### config.mk
export PLATFORM = sky130hd
export DESIGN_NAME = multdiv_scoreboard
export DESIGN_NICKNAME = d
export VERILOG_FILES = /design/src/rtl/multdiv_scoreboard_pkg.sv /design/src/rtl/multdiv_scoreboard_md_instr_decode.sv /design/src/rtl/multdiv_scoreboard.sv
export SDC_FILE = /design/constraint.sdc
export NUM_CORES = 1
export LEC_CHECK = 0
export BUFFER_PORTS_ARGS = -buffer_cell sky130_fd_sc_hd__buf_2
export CAP_MARGIN = 20
export CORE_AREA = 2 2 68 135
export DETAILED_ROUTE_END_ITERATION = 10
export DIE_AREA = 0 0 70 137
export HOLD_SLACK_MARGIN = 0.03
export PLACE_DENSITY = 0.71
export SLEW_MARGIN = 20
export SYNTH_ARGS = -nofsm -noshare
export SYNTH_HDL_FRONTEND = slang
export SYNTH_SLANG_ARGS = --single-unit
### constraint.sdc
create_clock -name clock -period 4.6 [get_ports clock]
set_input_delay 1.15 -clock clock [delete_from_list [all_inputs] [get_ports clock]]
set_output_delay 1.15 -clock clock [all_outputs]
set_load 0.01 [all_outputs]
### src/rtl/multdiv_scoreboard_pkg.sv
// Shared opcode constants, exception codes and state encoding for the
// multdiv scoreboard and its instruction decoder.
package multdiv_scoreboard_pkg;

  localparam logic [4:0] OP_ALU  = 5'd0;
  localparam logic [4:0] OP_J    = 5'd1;
  localparam logic [4:0] OP_BNE  = 5'd2;
  localparam logic [4:0] OP_JAL  = 5'd3;
  localparam logic [4:0] OP_JR   = 5'd4;
  localparam logic [4:0] OP_ADDI = 5'd5;
  localparam logic [4:0] OP_BLT  = 5'd6;
  localparam logic [4:0] OP_SW   = 5'd7;
  localparam logic [4:0] OP_LW   = 5'd8;
  localparam logic [4:0] OP_SETX = 5'd21;
  localparam logic [4:0] OP_BEX  = 5'd22;

  localparam logic [4:0] MULT_ALUOP = 5'b00110;
  localparam logic [4:0] DIV_ALUOP  = 5'b00111;

  localparam logic [4:0]  STATUS_REG    = 5'd30;
  localparam logic [4:0]  LINK_REG      = 5'd31;
  localparam logic [31:0] MULT_EXC_CODE = 32'd4;
  localparam logic [31:0] DIV_EXC_CODE  = 32'd5;

  typedef enum logic [1:0] {
    ST_IDLE = 2'd0,
    ST_BUSY = 2'd1,
    ST_HOLD = 2'd2
  } md_state_e;

  function automatic logic is_md_instr(input logic [31:0] ir);
    return (ir[31:27] == OP_ALU) &&
           ((ir[6:2] == MULT_ALUOP) || (ir[6:2] == DIV_ALUOP));
  endfunction

endpackage

### src/rtl/multdiv_scoreboard_md_instr_decode.sv
// Combinational decode of one instruction word: multdiv flag, the registers
// it reads (0 when a slot is unused) and the register it writes.
module md_instr_decode
  import multdiv_scoreboard_pkg::*;
(
  input  logic [31:0] ir,
  output logic        is_md,
  output logic [4:0]  src_a,
  output logic [4:0]  src_b,
  output logic [4:0]  dest,
  output logic        writes
);

  logic [4:0] op_s;
  logic [4:0] rd_s;
  logic [4:0] rs_s;
  logic [4:0] rt_s;
  logic       unused_bits;

  assign op_s        = ir[31:27];
  assign rd_s        = ir[26:22];
  assign rs_s        = ir[21:17];
  assign rt_s        = ir[16:12];
  assign is_md       = is_md_instr(ir);
  assign unused_bits = ^{ir[11:7], ir[1:0]};

  always_comb begin
    src_a  = 5'd0;
    src_b  = 5'd0;
    dest   = 5'd0;
    writes = 1'b0;
    case (op_s)
      OP_ALU: begin
        src_a  = rs_s;
        src_b  = rt_s;
        writes = !is_md;
        dest   = is_md ? 5'd0 : rd_s;
      end
      OP_SW: begin
        src_a = rs_s;
        src_b = rd_s;
      end
      OP_LW: begin
        src_a  = rs_s;
        src_b  = rd_s;
        writes = 1'b1;
        dest   = rd_s;
      end
      OP_BNE, OP_BLT: begin
        src_a = rd_s;
        src_b = rs_s;
      end
      OP_JR: begin
        src_a = rd_s;
      end
      OP_BEX: begin
        src_a = STATUS_REG;
      end
      OP_ADDI: begin
        src_a  = rs_s;
        writes = 1'b1;
        dest   = rd_s;
      end
      OP_JAL: begin
        src_a  = rs_s;
        writes = 1'b1;
        dest   = LINK_REG;
      end
      OP_SETX: begin
        src_a  = rs_s;
        writes = 1'b1;
        dest   = STATUS_REG;
      end
      default: begin
        src_a = rs_s;
      end
    endcase
  end

endmodule

### src/rtl/multdiv_scoreboard.sv
// Sequences the iterative multiply/divide unit: issues start pulses, stalls
// decode on hazards against the in-flight result and arbitrates the write port.
module multdiv_scoreboard
  import multdiv_scoreboard_pkg::*;
(
  input  logic        clock,
  input  logic        reset,
  input  logic [31:0] FDIR,
  input  logic [31:0] DXIR,
  input  logic [31:0] MWIR,
  input  logic        multdiv_ready,
  input  logic        multdiv_exception,
  input  logic [31:0] multdiv_result,
  output logic        ctrl_MULT,
  output logic        ctrl_DIV,
  output logic        stall,
  output logic        md_busy,
  output logic        md_wb_grant,
  output logic [4:0]  md_wb_rd,
  output logic [31:0] md_wb_data
);

  md_state_e   state_q, state_d;
  logic [4:0]  pend_rd_q, pend_rd_d;
  logic        pend_is_div_q, pend_is_div_d;
  logic [31:0] hold_data_q, hold_data_d;
  logic [4:0]  hold_rd_q, hold_rd_d;

  logic        fd_is_md, fd_writes;
  logic [4:0]  fd_src_a, fd_src_b, fd_dest;
  logic        mw_is_md, mw_writes;
  logic [4:0]  mw_src_a, mw_src_b, mw_dest;

  logic        dx_is_md, dx_is_div;
  logic [4:0]  dx_rd;
  logic [31:0] res_data_s;
  logic [4:0]  res_rd_s;
  logic        start_s, grant_s;
  logic [4:0]  wb_rd_s;
  logic [31:0] wb_data_s;
  logic [4:0]  pend_s;
  logic        active_s, hazard_s;
  logic        unused_sink;

  md_instr_decode u_fd_dec (
    .ir(FDIR), .is_md(fd_is_md), .src_a(fd_src_a), .src_b(fd_src_b),
    .dest(fd_dest), .writes(fd_writes)
  );

  md_instr_decode u_mw_dec (
    .ir(MWIR), .is_md(mw_is_md), .src_a(mw_src_a), .src_b(mw_src_b),
    .dest(mw_dest), .writes(mw_writes)
  );

  assign dx_is_md    = is_md_instr(DXIR);
  assign dx_is_div   = (DXIR[6:2] == DIV_ALUOP);
  assign dx_rd       = DXIR[26:22];
  assign unused_sink = ^{DXIR[21:7], DXIR[1:0], mw_is_md, mw_src_a, mw_src_b, mw_dest};

  // Result routing: an exception redirects a fixed code to the status register.
  always_comb begin
    if (multdiv_exception) begin
      res_data_s = pend_is_div_q ? DIV_EXC_CODE : MULT_EXC_CODE;
      res_rd_s   = STATUS_REG;
    end else begin
      res_data_s = multdiv_result;
      res_rd_s   = pend_rd_q;
    end
  end

  // Next-state, start pulse and write-port arbitration (MW always wins).
  always_comb begin
    state_d       = state_q;
    pend_rd_d     = pend_rd_q;
    pend_is_div_d = pend_is_div_q;
    hold_data_d   = hold_data_q;
    hold_rd_d     = hold_rd_q;
    start_s       = 1'b0;
    grant_s       = 1'b0;
    wb_rd_s       = 5'd0;
    wb_data_s     = 32'd0;
    case (state_q)
      ST_IDLE: begin
        if (dx_is_md) begin
          start_s       = 1'b1;
          pend_rd_d     = dx_rd;
          pend_is_div_d = dx_is_div;
          state_d       = ST_BUSY;
        end else begin
          state_d = ST_IDLE;
        end
      end
      ST_BUSY: begin
        if (multdiv_ready && !mw_writes) begin
          grant_s   = (res_rd_s != 5'd0);
          wb_rd_s   = res_rd_s;
          wb_data_s = res_data_s;
          state_d   = ST_IDLE;
        end else if (multdiv_ready) begin
          hold_data_d = res_data_s;
          hold_rd_d   = res_rd_s;
          state_d     = ST_HOLD;
        end else begin
          state_d = ST_BUSY;
        end
      end
      ST_HOLD: begin
        if (!mw_writes) begin
          grant_s   = (hold_rd_q != 5'd0);
          wb_rd_s   = hold_rd_q;
          wb_data_s = hold_data_q;
          state_d   = ST_IDLE;
        end else begin
          state_d = ST_HOLD;
        end
      end
      default: begin
        state_d = ST_IDLE;
      end
    endcase
  end

  // Hazard detection against whichever destination is currently in flight.
  always_comb begin
    if (state_q == ST_IDLE && dx_is_md) begin
      pend_s = dx_rd;
    end else if (state_q == ST_HOLD) begin
      pend_s = hold_rd_q;
    end else begin
      pend_s = pend_rd_q;
    end
    active_s = (state_q != ST_IDLE) || dx_is_md;
    hazard_s = fd_is_md ||
               ((pend_s != 5'd0) && ((fd_src_a == pend_s) || (fd_src_b == pend_s) ||
                                     (fd_writes && (fd_dest == pend_s)))) ||
               (FDIR[31:27] == OP_BEX);
  end

  // Combinational outputs are forced low while reset is held.
  assign ctrl_MULT   = reset & start_s & !dx_is_div;
  assign ctrl_DIV    = reset & start_s & dx_is_div;
  assign stall       = reset & active_s & hazard_s;
  assign md_busy     = reset & (state_q != ST_IDLE);
  assign md_wb_grant = reset & grant_s;
  assign md_wb_rd    = (reset && grant_s) ? wb_rd_s : 5'd0;
  assign md_wb_data  = (reset && grant_s) ? wb_data_s : 32'd0;

  // Scoreboard state registers.
  always_ff @(posedge clock or negedge reset) begin
    if (!reset) begin
      state_q       <= ST_IDLE;
      pend_rd_q     <= 5'd0;
      pend_is_div_q <= 1'b0;
      hold_data_q   <= 32'd0;
      hold_rd_q     <= 5'd0;
    end else begin
      state_q       <= state_d;
      pend_rd_q     <= pend_rd_d;
      pend_is_div_q <= pend_is_div_d;
      hold_data_q   <= hold_data_d;
      hold_rd_q     <= hold_rd_d;
    end
  end

endmodule

After elaboration in Yosys (flattened, before gate mapping)
Cells that the tools add are included.
{ "op_classes": {"n_addsub": 0, "reduce_logical": 36, "mul": 0, "n_eq_ne": 24, "mux": 29, "order_cmp": 0, "shifts": 0, "n_div": 0, "bitwise": 8} }
{ "ops": {"columns": ["operator", "count"], "rows": [
  ["32-bit two-way mux", 4],
  ["32-bit one-hot mux with 2 select lines", 1],
  ["5-bit by 3-bit == test with 1-bit output (second input constant)", 11],
  ["5-bit two-way mux", 7],
  ["5-bit one-hot mux with 2 select lines", 2],
  ["5-bit one-hot mux with 4 select lines", 1],
  ["5-bit by 2-bit == test with 1-bit output (second input constant)", 3],
  ["5-bit == test", 3],
  ["5-bit == test (second input constant)", 3],
  ["5-bit zero test", 3],
  ["5-bit one-hot mux with 3 select lines", 1],
  ["5-bit nonzero test", 3],
  ["5-bit by 4-bit == test with 1-bit output (second input constant)", 2],
  ["1-bit logical AND", 8],
  ["1-bit logical OR", 8],
  ["4-bit OR reduction", 2],
  ["1-bit AND", 7],
  ["1-bit two-way mux", 6],
  ["2-bit two-way mux", 3],
  ["1-bit one-hot mux with 2 select lines", 3],
  ["2-bit one-hot mux with 3 select lines", 1],
  ["2-bit OR reduction", 3],
  ["1-bit zero test", 4],
  ["3-bit AND reduction", 1],
  ["other kinds (7)", 7]
]} }
{ "totals": {"out_inout_bits": 42, "mem_count": 0, "latchBits": 0, "ramBits": 0, "ff_bits": 45, "rom_bits": 0, "in_bits": 132} }

Longest topological paths before layout
Gate-level depths: netlist of the first run.
{ "logic_depth": {"ltp_word": 12, "depth_mapped": 11, "depth_no_buf": 10} }

Hierarchy
A second synthesis of the first run with hierarchy kept.
{ "hier_totals": {"cells_unflattened": 501, "hier_area_um2": 3801.1} }
{ "modules_own_cells": {"columns": ["module", "area_each_um2", "n_inst", "cells_per_inst"], "rows": [
  ["multdiv_scoreboard", 2840.2, 1, 353],
  ["md_instr_decode", 480.5, 2, 74]
]} }

Least setup slack after synthesis of the first run
No wires, ideal clock.
{ "synth_path": {"kind": "input to output", "start": "in DXIR[6]", "end": "out stall", "path_stages": 8, "slack_ns": 0.441, "t_required_ns": 3.450, "n_path_buf": 1, "t_arrival_ns": 3.009, "cell_sequence": "and4bb_4 and4b_1 buf_6 mux2_4 or4_1 a31oi_1 o21a_1 a41o_1"} }
{ "synth_between": {"elab_chain_len": 12, "elab_cells_between_ends": 19, "classes_between": "eq/ne: 5; mux: 1; bitwise: 2; reduce/logical: 11"} }
{ "synth_rtl": {"columns": ["item", "line", "source"], "rows": [
  ["start, declared", "multdiv_scoreboard.sv:9", "input logic [31:0] DXIR,"],
  ["5-bit by 3-bit == test with 1-bit output", "multdiv_scoreboard_pkg.sv:33", "((ir[6:2] == MULT_ALUOP) || (ir[6:2] == DIV_ALUOP));"],
  ["1-bit logical OR *", "multdiv_scoreboard_pkg.sv:33", null],
  ["1-bit logical AND *", "multdiv_scoreboard_pkg.sv:32", "return (ir[31:27] == OP_ALU) &&"],
  ["1-bit logical AND", "multdiv_scoreboard.sv:125", "if (state_q == ST_IDLE && dx_is_md) begin"],
  ["5-bit two-way mux", "multdiv_scoreboard.sv:125", null],
  ["5-bit == test (on tied branches)", "multdiv_scoreboard.sv:134, multdiv_scoreboard.sv:135", null],
  ["1-bit logical OR / 1-bit logical AND (equally long branches)", "multdiv_scoreboard.sv:134, multdiv_scoreboard.sv:135", null],
  ["1-bit logical OR", "multdiv_scoreboard.sv:134", "((pend_s != 5'd0) && ((fd_src_a == pend_s) || (fd_src_b == pend_s) ||"],
  ["1-bit logical AND", "multdiv_scoreboard.sv:134", null],
  ["1-bit logical OR", "multdiv_scoreboard.sv:133", "hazard_s = fd_is_md ||"],
  ["1-bit logical OR", "multdiv_scoreboard.sv:135", "(fd_writes && (fd_dest == pend_s)))) ||"],
  ["1-bit AND *", "multdiv_scoreboard.sv:142", "assign stall = reset & active_s & hazard_s;"],
  ["end, declared", "multdiv_scoreboard.sv:16", "output logic stall,"]
]} }
Every way passes the cells marked *; elsewhere a longest branch is shown, timed or not.

Worst setup path after layout of the first run
{ "layout_path": {"start": "in DXIR[30]", "end": "out stall"} }
{ "layout_between": {"elab_chain_len": 11, "elab_cells_between_ends": 17, "classes_between": "eq/ne: 3; mux: 1; bitwise: 2; reduce/logical: 11"} }
{ "layout_rtl": {"columns": ["item", "line"], "rows": [
  ["5-bit zero test *", "multdiv_scoreboard_pkg.sv:32"],
  ["1-bit logical AND *", "multdiv_scoreboard_pkg.sv:32"],
  ["1-bit logical AND", "multdiv_scoreboard.sv:125"],
  ["5-bit two-way mux", "multdiv_scoreboard.sv:125"],
  ["5-bit == test (on tied branches)", "multdiv_scoreboard.sv:134, multdiv_scoreboard.sv:135"],
  ["1-bit logical OR / 1-bit logical AND (equally long branches)", "multdiv_scoreboard.sv:134, multdiv_scoreboard.sv:135"],
  ["1-bit logical OR", "multdiv_scoreboard.sv:134"],
  ["1-bit logical AND", "multdiv_scoreboard.sv:134"],
  ["1-bit logical OR", "multdiv_scoreboard.sv:133"],
  ["1-bit logical OR", "multdiv_scoreboard.sv:135"],
  ["1-bit AND *", "multdiv_scoreboard.sv:142"]
]} }
Marks and branches as above.

==> metrics.txt, run 1 <==
# TYPE chip_impl_metric gauge
chip_impl_metric{name="final-hold-violation-count",unit=""} 0
chip_impl_metric{name="drt_pre_antenna_iters",unit=""} 5
chip_impl_info{name="clock-root-buffer",value="sky130_fd_sc_hd__clkbuf_16"} 1
chip_impl_metric{name="power.net_switching",unit="mW"} 0.237
chip_impl_metric{name="grt_pass1_wl",unit="µm"} 16700
chip_impl_metric{name="fraction_of_the_mapped_netlist_area_in_adder_cells",unit="%"} 1.48
chip_impl_metric{name="number_of_inserted_filler_cells_in_the_final_layout",unit=""} 864
chip_impl_metric{name="place_congestion",unit=""} 0.921
chip_impl_metric{name="worstHoldPathCells",unit=""} 2
chip_impl_metric{name="viasPerCell",unit=""} 5.56
chip_impl_metric{name="chipWidth",unit="µm"} 70
chip_impl_metric{name="post_place_cells",unit=""} 640
chip_impl_metric{name="finalSetupViolCount",unit=""} 0
chip_impl_metric{name="ys_warn_count",unit=""} 0
chip_impl_metric{name="cts_made_buffers",unit=""} 5
chip_impl_metric{name="critical_path_required",unit="ns"} 3.45
chip_impl_metric{name="area_growth_syn_to_layout",unit="%"} 25.6
chip_impl_metric{name="grt_overflow",unit=""} 0
chip_impl_metric{name="preCtsSetupSlack",unit="ns"} 0.0937
chip_impl_metric{name="tritoncts_num_sinks",unit=""} 45
chip_impl_metric{name="clkPwrFrac",unit="%"} 42.8
chip_impl_metric{name="htree_levels",unit=""} 2
chip_impl_metric{name="post_synth_inst_count",unit=""} 437
chip_impl_metric{name="sequentialPowerShare",unit="%"} 41.9
chip_impl_metric{name="drive_above_1_share",unit="%"} 29.9
chip_impl_metric{name="final.period_utilization",unit="%"} 98.4
chip_impl_metric{name="post_synth_instance_area",unit="µm²"} 3370
chip_impl_metric{name="yosys-mux-area-fraction",unit="%"} 4.38
chip_impl_metric{name="clk_pin_slew",unit="ns"} 0.06
chip_impl_info{name="setup.worst_path.start_class",value="input pin"} 1
chip_impl_metric{name="post-cts-setup-buffers",unit=""} 0
chip_impl_metric{name="nNetsFinal",unit=""} 683
chip_impl_metric{name="drt_first_iter_violations",unit=""} 127
chip_impl_metric{name="simple_gate_share_of_the_synthesized_area",unit="%"} 25.9
chip_impl_info{name="layout.cells.most_common",value="sky130_fd_sc_hd__buf_2"} 1
chip_impl_metric{name="starting_utilization_of_the_core_area",unit="%"} 39.5
chip_impl_metric{name="area_of_the_multi_input_gates",unit="µm²"} 2040
chip_impl_metric{name="critical_path_peak_fanout",unit=""} 5
chip_impl_info{name="dominantRegCellSynth",value="sky130_fd_sc_hd__dfrtp_1"} 1
chip_impl_metric{name="post_synth_edffs",unit=""} 0
chip_impl_metric{name="clock.fmax",unit="GHz"} 0.221
chip_impl_metric{name="initial_antenna_violation_count",unit=""} 0
chip_impl_metric{name="vdd_drop_max",unit="V"} 0.000294
chip_impl_metric{name="register_area",unit="µm²"} 1130
chip_impl_metric{name="avgRoutedWirePerCell",unit="µm"} 15.3
chip_impl_metric{name="area_after_dpl",unit="µm²"} 4060
chip_impl_metric{name="worst_pin_slew",unit="ns"} 0.549
chip_impl_metric{name="cp.arrival",unit="ns"} 3.38
chip_impl_info{name="tritoncts",value="built"} 1
chip_impl_metric{name="share_comb_of_total_power",unit="%"} 15.3
chip_impl_metric{name="synth-seq-cells",unit=""} 45
chip_impl_metric{name="postRouteAntennaNets",unit=""} 0
chip_impl_metric{name="setup-tns-final",unit="ns"} 0
chip_impl_metric{name="final_design_area_no_fill",unit="µm²"} 4240
chip_impl_metric{name="top_level_ports",unit=""} 174
chip_impl_metric{name="max_slew_headroom_at_the_worst_pin",unit="%"} 63.4
chip_impl_metric{name="synth_xor_area_share",unit="%"} 2.60
chip_impl_metric{name="clockBufferDepth",unit=""} 2
chip_impl_metric{name="finalPower",unit="mW"} 0.973
chip_impl_metric{name="grt_pass1_vias",unit=""} 3584
chip_impl_metric{name="clk-insertion-delay-late",unit="ns"} 0.28
chip_impl_metric{name="core",unit="µm²"} 8530
chip_impl_info{name="mostFrequentLayoutCells",value="sky130_fd_sc_hd__buf_2 (125), sky130_fd_sc_hd__nand2_1 (96), sky130_fd_sc_hd__o21ai_0 (57)"} 1
chip_impl_info{name="post-synth-top-area-cell",value="sky130_fd_sc_hd__dfrtp_1"} 1
chip_impl_metric{name="num_antenna_cells",unit=""} 0
chip_impl_info{name="synth_area_leaders",value="sky130_fd_sc_hd__dfrtp_1 (33%), sky130_fd_sc_hd__nand2_1 (11%), sky130_fd_sc_hd__o21ai_0 (8.5%)"} 1
chip_impl_metric{name="power.density_cell_area",unit="nW/µm²"} 230
chip_impl_metric{name="grt.total_usage",unit="%"} 21.2
chip_impl_metric{name="rows",unit=""} 48
chip_impl_info{name="critical_path.endpoint_type",value="primary output"} 1
chip_impl_metric{name="ys_types",unit=""} 57
chip_impl_metric{name="die-height",unit="µm"} 137
chip_impl_metric{name="dr_total_vias",unit=""} 3604
chip_impl_metric{name="p_sw_share",unit="%"} 24.4
chip_impl_metric{name="synth-compound-area-share",unit="%"} 25.9
chip_impl_metric{name="route.detailed.drc",unit=""} 0
chip_impl_info{name="outcome",value="completed"} 1
chip_impl_metric{name="timing.final.crit_period",unit="ns"} 4.53
chip_impl_metric{name="maxSlewViolCount",unit=""} 0
chip_impl_metric{name="syn_nets",unit=""} 573
chip_impl_metric{name="seq_area_frac_synth",unit="%"} 33.4
chip_impl_info{name="synth_top_family_by_area",value="compound AO/OA/AOI/OAI gates"} 1
chip_impl_metric{name="buffer_ports.inserted",unit=""} 125
chip_impl_metric{name="hpwl",unit="µm"} 7620
chip_impl_metric{name="setup_slack",unit="ns"} 0.0725
chip_impl_info{name="hp-class",value="flip-flop to flip-flop"} 1
chip_impl_info{name="rsz0062_at_grt",value="false"} 1
chip_impl_metric{name="finalWirelength",unit="µm"} 9920
chip_impl_metric{name="length_in_cells_of_the_worst_reg_to_reg_path",unit=""} 8
chip_impl_metric{name="synth.top_cell.area_share",unit="%"} 33.4
chip_impl_metric{name="power.static_leakage",unit="nW"} 1.93
chip_impl_metric{name="worst_clock_skew",unit="ns"} 0.00749
chip_impl_metric{name="die_area",unit="µm²"} 9590
chip_impl_metric{name="internal_power_component",unit="mW"} 0.736
chip_impl_metric{name="grt_max_degree",unit=""} 61
chip_impl_info{name="crit_type",value="input pin to primary output"} 1
chip_impl_metric{name="synth_async_sr_flop_share",unit="%"} 100
chip_impl_metric{name="final-instance-count-excl-fill",unit=""} 648
chip_impl_metric{name="postSynthAreaPerCell",unit="µm²"} 7.71
chip_impl_metric{name="drv.max_cap_violation_count",unit=""} 0
## Yosys cell counts (all sizes together), types with 3 or more instances
library cell	number
ha	4
a31oi	5
a32oi	31
nand2	97
nor4	3
nand2b	3
o21ai	59
xor2	3
nand3	7
and3	4
clkbuf	29
nor2b	3
buf	5
a21oi	17
xnor2	7
nor2	48
o31ai	4
mux2	3
inv	13
dfrtp	45
a222oi	5
nor3	6
mux2i	6
## critical path, stage by stage
cell and delay (ns):
sky130_fd_sc_hd__buf_2 0.11, sky130_fd_sc_hd__nor4_4 0.32, sky130_fd_sc_hd__and4b_1 0.37, sky130_fd_sc_hd__mux2_4 0.37, sky130_fd_sc_hd__or4_1 0.53, sky130_fd_sc_hd__a31oi_1 0.16, sky130_fd_sc_hd__o21a_1 0.13, sky130_fd_sc_hd__a41o_1 0.10
sky130_fd_sc_hd__buf_2 0.13
## logic make-up (layout without fill, tap and decap cells)
family,count (synthesis),in the layout
AO/OA/AOI/OAI,132,132
flip-flops,45,45
buffers and inverters,48,159
adder cells (fa/ha/maj),4,4
multiplexers,9,9
AND/OR/NAND/NOR,189,189
XOR/XNOR,10,10
## path summary, 6_finish.rpt
| check | endpoint | start | slack [ns] |
|---|---|---|---|
| worst min register to register | hold_data_q[29] | hold_data_q[29] | 0.49 |
| worst max register to register | hold_data_q[21] | state_q[1] | 2.45 |
| min in group asynchronous | state_q[0] | reset | 0.73 |
| max in group asynchronous | pend_rd_q[1] | reset | 3.08 |
| worst min-delay path | hold_data_q[29] | hold_data_q[29] | 0.49 |
| worst max-delay path | stall | DXIR[30] | 0.07 |
## through the flow
stage                     util (%)  hold slack (ns)
after floorplan                  -            0.444
after global placement        47.5            0.464
after detailed placement      47.5            0.476
after CTS                     49.6            0.491
after global routing          49.7            0.506
final                         49.7            0.486
## flip-flops by register name (all words and copies together) (netlist names)
register and count:
hold_data_q 32, pend_is_div_q 1, state_q 2, pend_rd_q 5, hold_rd_q 5
## power by group through the flow
| stage | clock network, mW | registers (mW) | logic [mW] |
|---|---|---|---|
| global placement | 0 | 0.415 | 0.143 |
| global route | 0.439 | 0.408 | 0.167 |
| finish | 0.417 | 0.408 | 0.149 |
| CTS | 0.424 | 0.408 | 0.149 |
| floorplan | 0 | 0.413 | 0.0759 |
| detailed placement | 0 | 0.415 | 0.148 |
## routing by layer
| layer | share of wire, % | vias up | global-route usage [%] |
|---|---|---|---|
| met4 | 1.6 | 0 | 7.26 |
| met3 | 6.1 | 14 | 3.09 |
| met2 | 54 | 148 | 39.6 |
| met5 | 0 | - | 0 |
| li1 | - | 1785 | - |
| met1 | 38 | 1657 | 24.3 |
## layout make-up
class | count | share of cell area (%)
well taps | 100 | 2.95
multi-input cells | 344 | 48.2
clock inverters | 2 | 0.886
inverters | 14 | 1.24
flip-flops and latches | 45 | 26.6
repair buffers | 137 | 16.9
clock buffers | 6 | 3.28
## repair_timing
item,4_1_cts,5_1_grt
setup endpoints to repair,0,1
hold buffers,0,0
gates resized for setup,0,1
Note: power is estimated with default switching activity, not from simulation.
==> inputs of run 2 (changes only) <==
BUFFER_PORTS_ARGS = not set   (was -buffer_cell sky130_fd_sc_hd__buf_2)
CAP_MARGIN = 40   (was 20)
DONT_BUFFER_PORTS = 1   (was not set)
PLACE_DENSITY = not set   (was 0.71)
clock period = 5.19 ns   (was 4.6 ns; I/O delays follow)
==> run 2 against run 1 <==
Hold slack hardly changed. Clock-buffer cell count increased by 1. Clock skew decreased by 0.0032 ns. Largest cell class unchanged. Final area shrank 15%. Flip-flop and latch count stayed put. Global-route usage down 1.1 points. Register-to-register slack better by 0.04 ns.
==> metrics.txt, run 2 (synthesized netlist as in run 1, its figures left out) <==
# TYPE chip_impl_metric gauge
chip_impl_metric{name="power.net_switching",unit="mW"} 0.184
chip_impl_metric{name="initial_antenna_violation_count",unit=""} 0
chip_impl_metric{name="rows",unit=""} 48
chip_impl_metric{name="grt_max_degree",unit=""} 60
chip_impl_info{name="min_from",value="hold_data_q[12]"} 1
chip_impl_metric{name="tritoncts_num_sinks",unit=""} 45
chip_impl_metric{name="hpwl",unit="µm"} 7040
chip_impl_metric{name="grt_pass1_vias",unit=""} 3164
chip_impl_metric{name="worst_pin_slew",unit="ns"} 0.861
chip_impl_info{name="outcome",value="completed"} 1
chip_impl_metric{name="share_comb_of_total_power",unit="%"} 9.3
chip_impl_metric{name="timing.final.crit_period",unit="ns"} 4.68
chip_impl_info{name="layout_top_registers",value="hold_data_q x32, hold_rd_q x5, pend_rd_q x5"} 1
chip_impl_metric{name="critical_path_required",unit="ns"} 3.89
chip_impl_metric{name="maxSlewViolCount",unit=""} 0
chip_impl_metric{name="power.static_leakage",unit="nW"} 1.38
chip_impl_metric{name="drt_first_iter_violations",unit=""} 133
chip_impl_metric{name="clk-insertion-delay-late",unit="ns"} 0.29
chip_impl_metric{name="nNetsFinal",unit=""} 559
chip_impl_metric{name="grtUsageMet1",unit="%"} 21.5
chip_impl_metric{name="postRouteAntennaNets",unit=""} 0
chip_impl_metric{name="globalRouteMet2Util",unit="%"} 37.4
chip_impl_info{name="gr-max-usage-layer",value="met2"} 1
chip_impl_info{name="hp-class",value="flip-flop to flip-flop"} 1
chip_impl_metric{name="place_congestion",unit=""} 0.909
chip_impl_metric{name="cts_made_buffers",unit=""} 5
chip_impl_metric{name="finalSetupViolCount",unit=""} 0
chip_impl_metric{name="area_growth_syn_to_layout",unit="%"} 7.31
chip_impl_metric{name="setup_slack",unit="ns"} 0.507
chip_impl_metric{name="grt_overflow",unit=""} 0
chip_impl_metric{name="final-hold-violation-count",unit=""} 0
chip_impl_metric{name="critical_path_peak_fanout",unit=""} 5
chip_impl_metric{name="largest_reg_flops",unit=""} 32
chip_impl_metric{name="worst_clock_skew",unit="ns"} 0.00433
chip_impl_metric{name="final_design_area_no_fill",unit="µm²"} 3620
chip_impl_info{name="crit_type",value="input pin to primary output"} 1
chip_impl_metric{name="number_of_inserted_filler_cells_in_the_final_layout",unit=""} 892
chip_impl_metric{name="ctsResizeCount",unit=""} 0
chip_impl_metric{name="clock.fmax",unit="GHz"} 0.214
chip_impl_metric{name="grt_pass1_wl",unit="µm"} 15500
chip_impl_info{name="largest_register",value="hold_data_q"} 1
chip_impl_metric{name="buffer_ports.inserted",unit=""} 0
chip_impl_metric{name="timing.critical_path.slowest_cell_delay",unit="ns"} 0.55
chip_impl_info{name="layout.cells.most_common",value="sky130_fd_sc_hd__nand2_1"} 1
chip_impl_metric{name="setup-tns-final",unit="ns"} 0
chip_impl_metric{name="num_antenna_cells",unit=""} 0
chip_impl_info{name="setup.worst_path.start_class",value="input pin"} 1
chip_impl_metric{name="max_slew_headroom_at_the_worst_pin",unit="%"} 42.1
chip_impl_metric{name="post-cts-setup-buffers",unit=""} 0
chip_impl_metric{name="route.detailed.drc",unit=""} 0
chip_impl_metric{name="global_routing_usage_on_met3",unit="%"} 4.64
chip_impl_metric{name="top_level_ports",unit=""} 174
chip_impl_metric{name="holdBufCountCts",unit=""} 0
chip_impl_metric{name="drive_above_1_share",unit="%"} 8.96
chip_impl_metric{name="grt.total_usage",unit="%"} 20.1
chip_impl_metric{name="core",unit="µm²"} 8530
chip_impl_metric{name="internal_power_component",unit="mW"} 0.630
chip_impl_info{name="tritoncts",value="built"} 1
chip_impl_metric{name="clk_pin_slew",unit="ns"} 0.06
chip_impl_metric{name="p_sw_share",unit="%"} 22.6
chip_impl_info{name="clock-root-buffer",value="sky130_fd_sc_hd__clkbuf_16"} 1
chip_impl_info{name="crit_path_cell_trace",value="and4bb_4 -> and4b_1 -> mux2_4 -> or4_1 -> a31oi_1 -> o21a_1 -> a41o_1"} 1
chip_impl_metric{name="fin_util",unit="%"} 42.4
chip_impl_info{name="critical_path.endpoint_type",value="primary output"} 1
chip_impl_metric{name="area_after_dpl",unit="µm²"} 3430
chip_impl_metric{name="preCtsSetupSlack",unit="ns"} 0.566
chip_impl_metric{name="finalWirelength",unit="µm"} 9480
chip_impl_info{name="regToRegStartpoint",value="state_q[1]"} 1
chip_impl_metric{name="clkPwrFrac",unit="%"} 46.3
chip_impl_metric{name="sequentialPowerShare",unit="%"} 44.4
chip_impl_metric{name="final.period_utilization",unit="%"} 90.2
chip_impl_metric{name="dr_total_vias",unit=""} 3184
chip_impl_metric{name="avgRoutedWirePerCell",unit="µm"} 18.1
chip_impl_metric{name="power.density_cell_area",unit="nW/µm²"} 225
chip_impl_metric{name="vdd_drop_max",unit="V"} 0.000187
chip_impl_info{name="crit_start",value="DXIR[6]"} 1
chip_impl_metric{name="viasPerCell",unit=""} 6.08
chip_impl_metric{name="die-height",unit="µm"} 137
chip_impl_metric{name="drt_pre_antenna_iters",unit=""} 4
chip_impl_info{name="slowest_stage",value="sky130_fd_sc_hd__or4_1"} 1
chip_impl_metric{name="die_area",unit="µm²"} 9590
chip_impl_metric{name="chipWidth",unit="µm"} 70
chip_impl_metric{name="cp.arrival",unit="ns"} 3.39
chip_impl_metric{name="clockBufferDepth",unit=""} 2
chip_impl_info{name="rsz0062_at_grt",value="false"} 1
chip_impl_metric{name="starting_utilization_of_the_core_area",unit="%"} 39.5
chip_impl_info{name="mostFrequentLayoutCells",value="sky130_fd_sc_hd__nand2_1 (96), sky130_fd_sc_hd__o21ai_0 (57), sky130_fd_sc_hd__nor2_1 (48)"} 1
chip_impl_metric{name="htree_levels",unit=""} 2
chip_impl_metric{name="drv.max_cap_violation_count",unit=""} 0
[run 2: cell count changes in the layout (fill, tap and decap cells not counted)]
cell                         previous run  this run
sky130_fd_sc_hd__mux2i_2                1         0
sky130_fd_sc_hd__clkinvlp_4             1         0
sky130_fd_sc_hd__clkbuf_1               0         1
sky130_fd_sc_hd__mux2i_1                1         2
sky130_fd_sc_hd__buf_8                  0         1
sky130_fd_sc_hd__buf_2                125         0
[run 2: final timing paths]
kind	endpoint	slack, ns	cells past startpoint
hold / removal	hold_data_q[12]	0.49	2
max in group asynchronous	pend_is_div_q	4.39	0
min in group asynchronous	hold_data_q[20]	0.70	0
setup reg to reg	hold_data_q[23]	2.49	8
hold reg to reg	hold_data_q[12]	0.49	2
setup / recovery	stall	0.51	7
[run 2: layout make-up]
cell class / count / area [µm²] / share of cell area (%)
Multi-Input combinational cell: 344 / 2040 / 56.3
Sequential cell: 45 / 1130 / 31.1
Clock buffer: 7 / 143 / 3.94
Tap cell: 100 / 125 / 3.46
Clock inverter: 1 / 30.0 / 0.830
Inverter: 14 / 52.6 / 1.45
Timing Repair Buffer: 13 / 105 / 2.91
[run 2: per-layer routing]
layer  routed length [µm]  vias up  share of wire, %
met4                  176        0               1.9
met1                 3580     1512                38
li1                     -     1533                 -
met5                    0        -                 0
met3                  660       10               7.0
met2                 5060      129                53
[run 2: through the flow]
stage          power (mW)  hold WS [ns]  std cells
4_1_cts             0.824         0.490        523
3_3_place_gp        0.440         0.464        515
5_1_grt             0.847         0.513        524
3_5_place_dp        0.442         0.475        515
2_1_floorplan       0.434         0.444        437
6_report            0.814         0.486        524
[run 2: critical path, delay by kind of cell]
family             cells  cell delay (ns)
AOI/OAI and AO/OA      3             0.53
muxes                  1             0.36
and+or+nand+nor        3             1.20
[run 2: power by group through the flow]
| stage | sequential (mW) | clock [mW] | combinational (mW) |
|---|---|---|---|
| 2_1_floorplan | 0.366 | 0 | 0.0673 |
| 3_3_place_gp | 0.368 | 0 | 0.0719 |
| 3_5_place_dp | 0.368 | 0 | 0.0744 |
| 4_1_cts | 0.361 | 0.388 | 0.0748 |
| 5_1_grt | 0.362 | 0.402 | 0.0837 |
| 6_report | 0.361 | 0.377 | 0.0755 |
==> inputs of run 3 (changes only) <==
CELL_PAD_IN_SITES_DETAIL_PLACEMENT = 1   (was not set)
CELL_PAD_IN_SITES_GLOBAL_PLACEMENT = 2   (was not set)
CORE_AREA = 2 2 74 146   (was 2 2 68 135)
DIE_AREA = 0 0 76 148   (was 0 0 70 137)
PLACE_DENSITY_LB_ADDON = 0.1   (was not set)
==> run 3 against run 2 <==
Non-clock buffer count increased by 13. Sequential share of layout area is 0.84 points lower. Via count up 2.1%. Total power decreased by 7.4%. Combinational power grew 5.3%. Clock-buffer cell count is 1 higher. Critical path depth stayed put. Sequential power barely moved. Register-to-register slack better by 0.44 ns. Critical endpoint unchanged. Largest power group is now registers.
==> metrics.txt, run 3 (synthesized netlist as in run 1, its figures left out) <==
# TYPE chip_impl_metric gauge
chip_impl_metric{name="vdd_drop_max",unit="V"} 0.000172
chip_impl_metric{name="clock.fmax",unit="GHz"} 0.214
chip_impl_metric{name="worst-r2r-setup-slack",unit="ns"} 2.93
chip_impl_metric{name="power.static_leakage",unit="nW"} 1.43
chip_impl_info{name="crit_path_cell_trace",value="nor4_4 -> and4b_1 -> mux2_4 -> or4_1 -> a31oi_1 -> o21a_1 -> a41o_1"} 1
chip_impl_metric{name="num_antenna_cells",unit=""} 0
chip_impl_metric{name="grt_pass1_wl",unit="µm"} 17900
chip_impl_info{name="slowest_stage",value="sky130_fd_sc_hd__or4_1"} 1
chip_impl_metric{name="holdBufCountCts",unit=""} 0
chip_impl_metric{name="setup-tns-final",unit="ns"} 0
chip_impl_metric{name="cts_made_buffers",unit=""} 5
chip_impl_metric{name="avgRoutedWirePerCell",unit="µm"} 19.6
chip_impl_metric{name="finalSetupViolCount",unit=""} 0
chip_impl_metric{name="initial_antenna_violation_count",unit=""} 0
chip_impl_info{name="tritoncts",value="built"} 1
chip_impl_metric{name="area_of_the_multi_input_gates",unit="µm²"} 2040
chip_impl_metric{name="chipWidth",unit="µm"} 76
chip_impl_metric{name="hpwl",unit="µm"} 8400
chip_impl_metric{name="starting_utilization_of_the_core_area",unit="%"} 33.4
chip_impl_metric{name="core",unit="µm²"} 10100
chip_impl_metric{name="worst_pin_slew",unit="ns"} 0.757
chip_impl_info{name="critical_path.endpoint_type",value="primary output"} 1
chip_impl_info{name="crit_start",value="DXIR[30]"} 1
chip_impl_metric{name="finalWirelength",unit="µm"} 11200
chip_impl_metric{name="share_comb_of_total_power",unit="%"} 10.6
chip_impl_metric{name="sequentialPowerShare",unit="%"} 48.0
chip_impl_metric{name="grt_pass1_vias",unit=""} 3555
chip_impl_metric{name="maxSlewViolCount",unit=""} 0
chip_impl_info{name="largest_register",value="hold_data_q"} 1
chip_impl_metric{name="tritoncts_num_sinks",unit=""} 45
chip_impl_metric{name="power.density_cell_area",unit="nW/µm²"} 203
chip_impl_metric{name="worst_clock_skew",unit="ns"} 0.00212
chip_impl_metric{name="dr_total_vias",unit=""} 3252
chip_impl_metric{name="nNetsFinal",unit=""} 572
chip_impl_metric{name="die-height",unit="µm"} 148
chip_impl_metric{name="critical_path_peak_fanout",unit=""} 5
chip_impl_metric{name="die_area",unit="µm²"} 11200
chip_impl_metric{name="preCtsSetupSlack",unit="ns"} 0.503
chip_impl_info{name="clock-root-buffer",value="sky130_fd_sc_hd__clkbuf_16"} 1
chip_impl_info{name="layout_top_registers",value="hold_data_q x32, hold_rd_q x5, pend_rd_q x5"} 1
chip_impl_metric{name="viasPerCell",unit=""} 5.69
chip_impl_metric{name="ctsResizeCount",unit=""} 0
chip_impl_info{name="rsz0062_at_grt",value="false"} 1
chip_impl_metric{name="final-hold-violation-count",unit=""} 0
chip_impl_info{name="crit_type",value="input pin to primary output"} 1
chip_impl_metric{name="fin_util",unit="%"} 36.9
chip_impl_info{name="outcome",value="completed"} 1
chip_impl_info{name="mostFrequentLayoutCells",value="sky130_fd_sc_hd__nand2_1 (96), sky130_fd_sc_hd__o21ai_0 (57), sky130_fd_sc_hd__nor2_1 (48)"} 1
chip_impl_metric{name="internal_power_component",unit="mW"} 0.569
chip_impl_metric{name="largest_reg_flops",unit=""} 32
chip_impl_info{name="setup.worst_path.start_class",value="input pin"} 1
chip_impl_metric{name="setup_slack",unit="ns"} 0.514
chip_impl_metric{name="drt_pre_antenna_iters",unit=""} 4
chip_impl_metric{name="hold_ws",unit="ns"} 0.481
chip_impl_metric{name="critical_path_required",unit="ns"} 3.89
chip_impl_info{name="min_from",value="pend_is_div_q"} 1
chip_impl_metric{name="clk-insertion-delay-late",unit="ns"} 0.28
chip_impl_metric{name="post-cts-setup-buffers",unit=""} 0
chip_impl_metric{name="length_in_cells_of_the_worst_reg_to_reg_path",unit=""} 7
chip_impl_metric{name="grt_overflow",unit=""} 0
chip_impl_metric{name="clkPwrFrac",unit="%"} 41.5
chip_impl_metric{name="timing.final.crit_period",unit="ns"} 4.68
chip_impl_metric{name="grt_max_degree",unit=""} 50
chip_impl_metric{name="htree_levels",unit=""} 2
chip_impl_metric{name="drt_first_iter_violations",unit=""} 89
chip_impl_metric{name="area_growth_syn_to_layout",unit="%"} 10.3
chip_impl_metric{name="register_area",unit="µm²"} 1130
chip_impl_metric{name="drv.max_cap_violation_count",unit=""} 0
chip_impl_metric{name="clk_pin_slew",unit="ns"} 0.06
chip_impl_metric{name="drive_above_1_share",unit="%"} 11.7
chip_impl_metric{name="p_sw_share",unit="%"} 24.5
chip_impl_metric{name="route.detailed.drc",unit=""} 0
chip_impl_metric{name="final_design_area_no_fill",unit="µm²"} 3720
chip_impl_metric{name="final.period_utilization",unit="%"} 90.1
chip_impl_metric{name="max_slew_headroom_at_the_worst_pin",unit="%"} 49.4
chip_impl_metric{name="place_congestion",unit=""} 0.797
chip_impl_metric{name="area_after_dpl",unit="µm²"} 3580
chip_impl_metric{name="cp.arrival",unit="ns"} 3.38
chip_impl_metric{name="number_of_inserted_filler_cells_in_the_final_layout",unit=""} 1252
chip_impl_metric{name="timing.critical_path.slowest_cell_delay",unit="ns"} 0.53
chip_impl_metric{name="rows",unit=""} 52
chip_impl_info{name="regToRegStartpoint",value="state_q[1]"} 1
chip_impl_metric{name="postRouteAntennaNets",unit=""} 0
chip_impl_metric{name="top_level_ports",unit=""} 174
chip_impl_metric{name="buffer_ports.inserted",unit=""} 0
chip_impl_metric{name="grt.total_usage",unit="%"} 20.0
chip_impl_metric{name="worstHoldPathCells",unit=""} 2
chip_impl_metric{name="power.net_switching",unit="mW"} 0.184
chip_impl_info{name="hp-class",value="flip-flop to flip-flop"} 1
chip_impl_metric{name="clockBufferDepth",unit=""} 2
chip_impl_info{name="layout.cells.most_common",value="sky130_fd_sc_hd__nand2_1"} 1
-- run 3: critical path, delay by kind of cell --
family | cells | cell delay [ns]
and+or+nand+nor | 3 | 1.21
AOI/OAI and AO/OA | 3 | 0.51
muxes | 1 | 0.36
-- run 3: final cells by class --
cell class	count	area share [%]
multi-input combinational	344	54.8
sequential	45	30.3
timing repair buffer	26	5.25
tap	135	4.54
clock buffer	8	3.67
inverter	14	1.41
-- run 3: final timing paths --
path	to
max	stall
min	pend_is_div_q
max reg2reg	hold_data_q[27]
min reg2reg	pend_is_div_q
max in group asynchronous	hold_data_q[5]
min in group asynchronous	hold_data_q[19]
-- run 3: power by group through the flow --
stage          Sequential, mW  Clock [mW]  Combinational (mW)
6_report                0.362       0.313              0.0795
5_1_grt                 0.363       0.339              0.0886
4_1_cts                 0.362       0.326              0.0801
3_5_place_dp            0.368           0              0.0799
3_3_place_gp            0.368           0              0.0775
2_1_floorplan           0.366           0              0.0673
-- run 3: stage by stage --
stage	instances	total power, mW
finish	572	0.754
global route	572	0.790
CTS	572	0.768
detailed placement	564	0.448
global placement	564	0.446
floorplan	437	0.434
-- run 3: layer usage --
metal | vias up | share of wire (%) | global-route usage (%)
met3 | 12 | 5.7 | 4.58
met4 | 0 | 1.7 | 6.73
met2 | 95 | 57 | 40.5
li1 | 1555 | - | -
met1 | 1590 | 36 | 19.3
met5 | - | 0 | 0
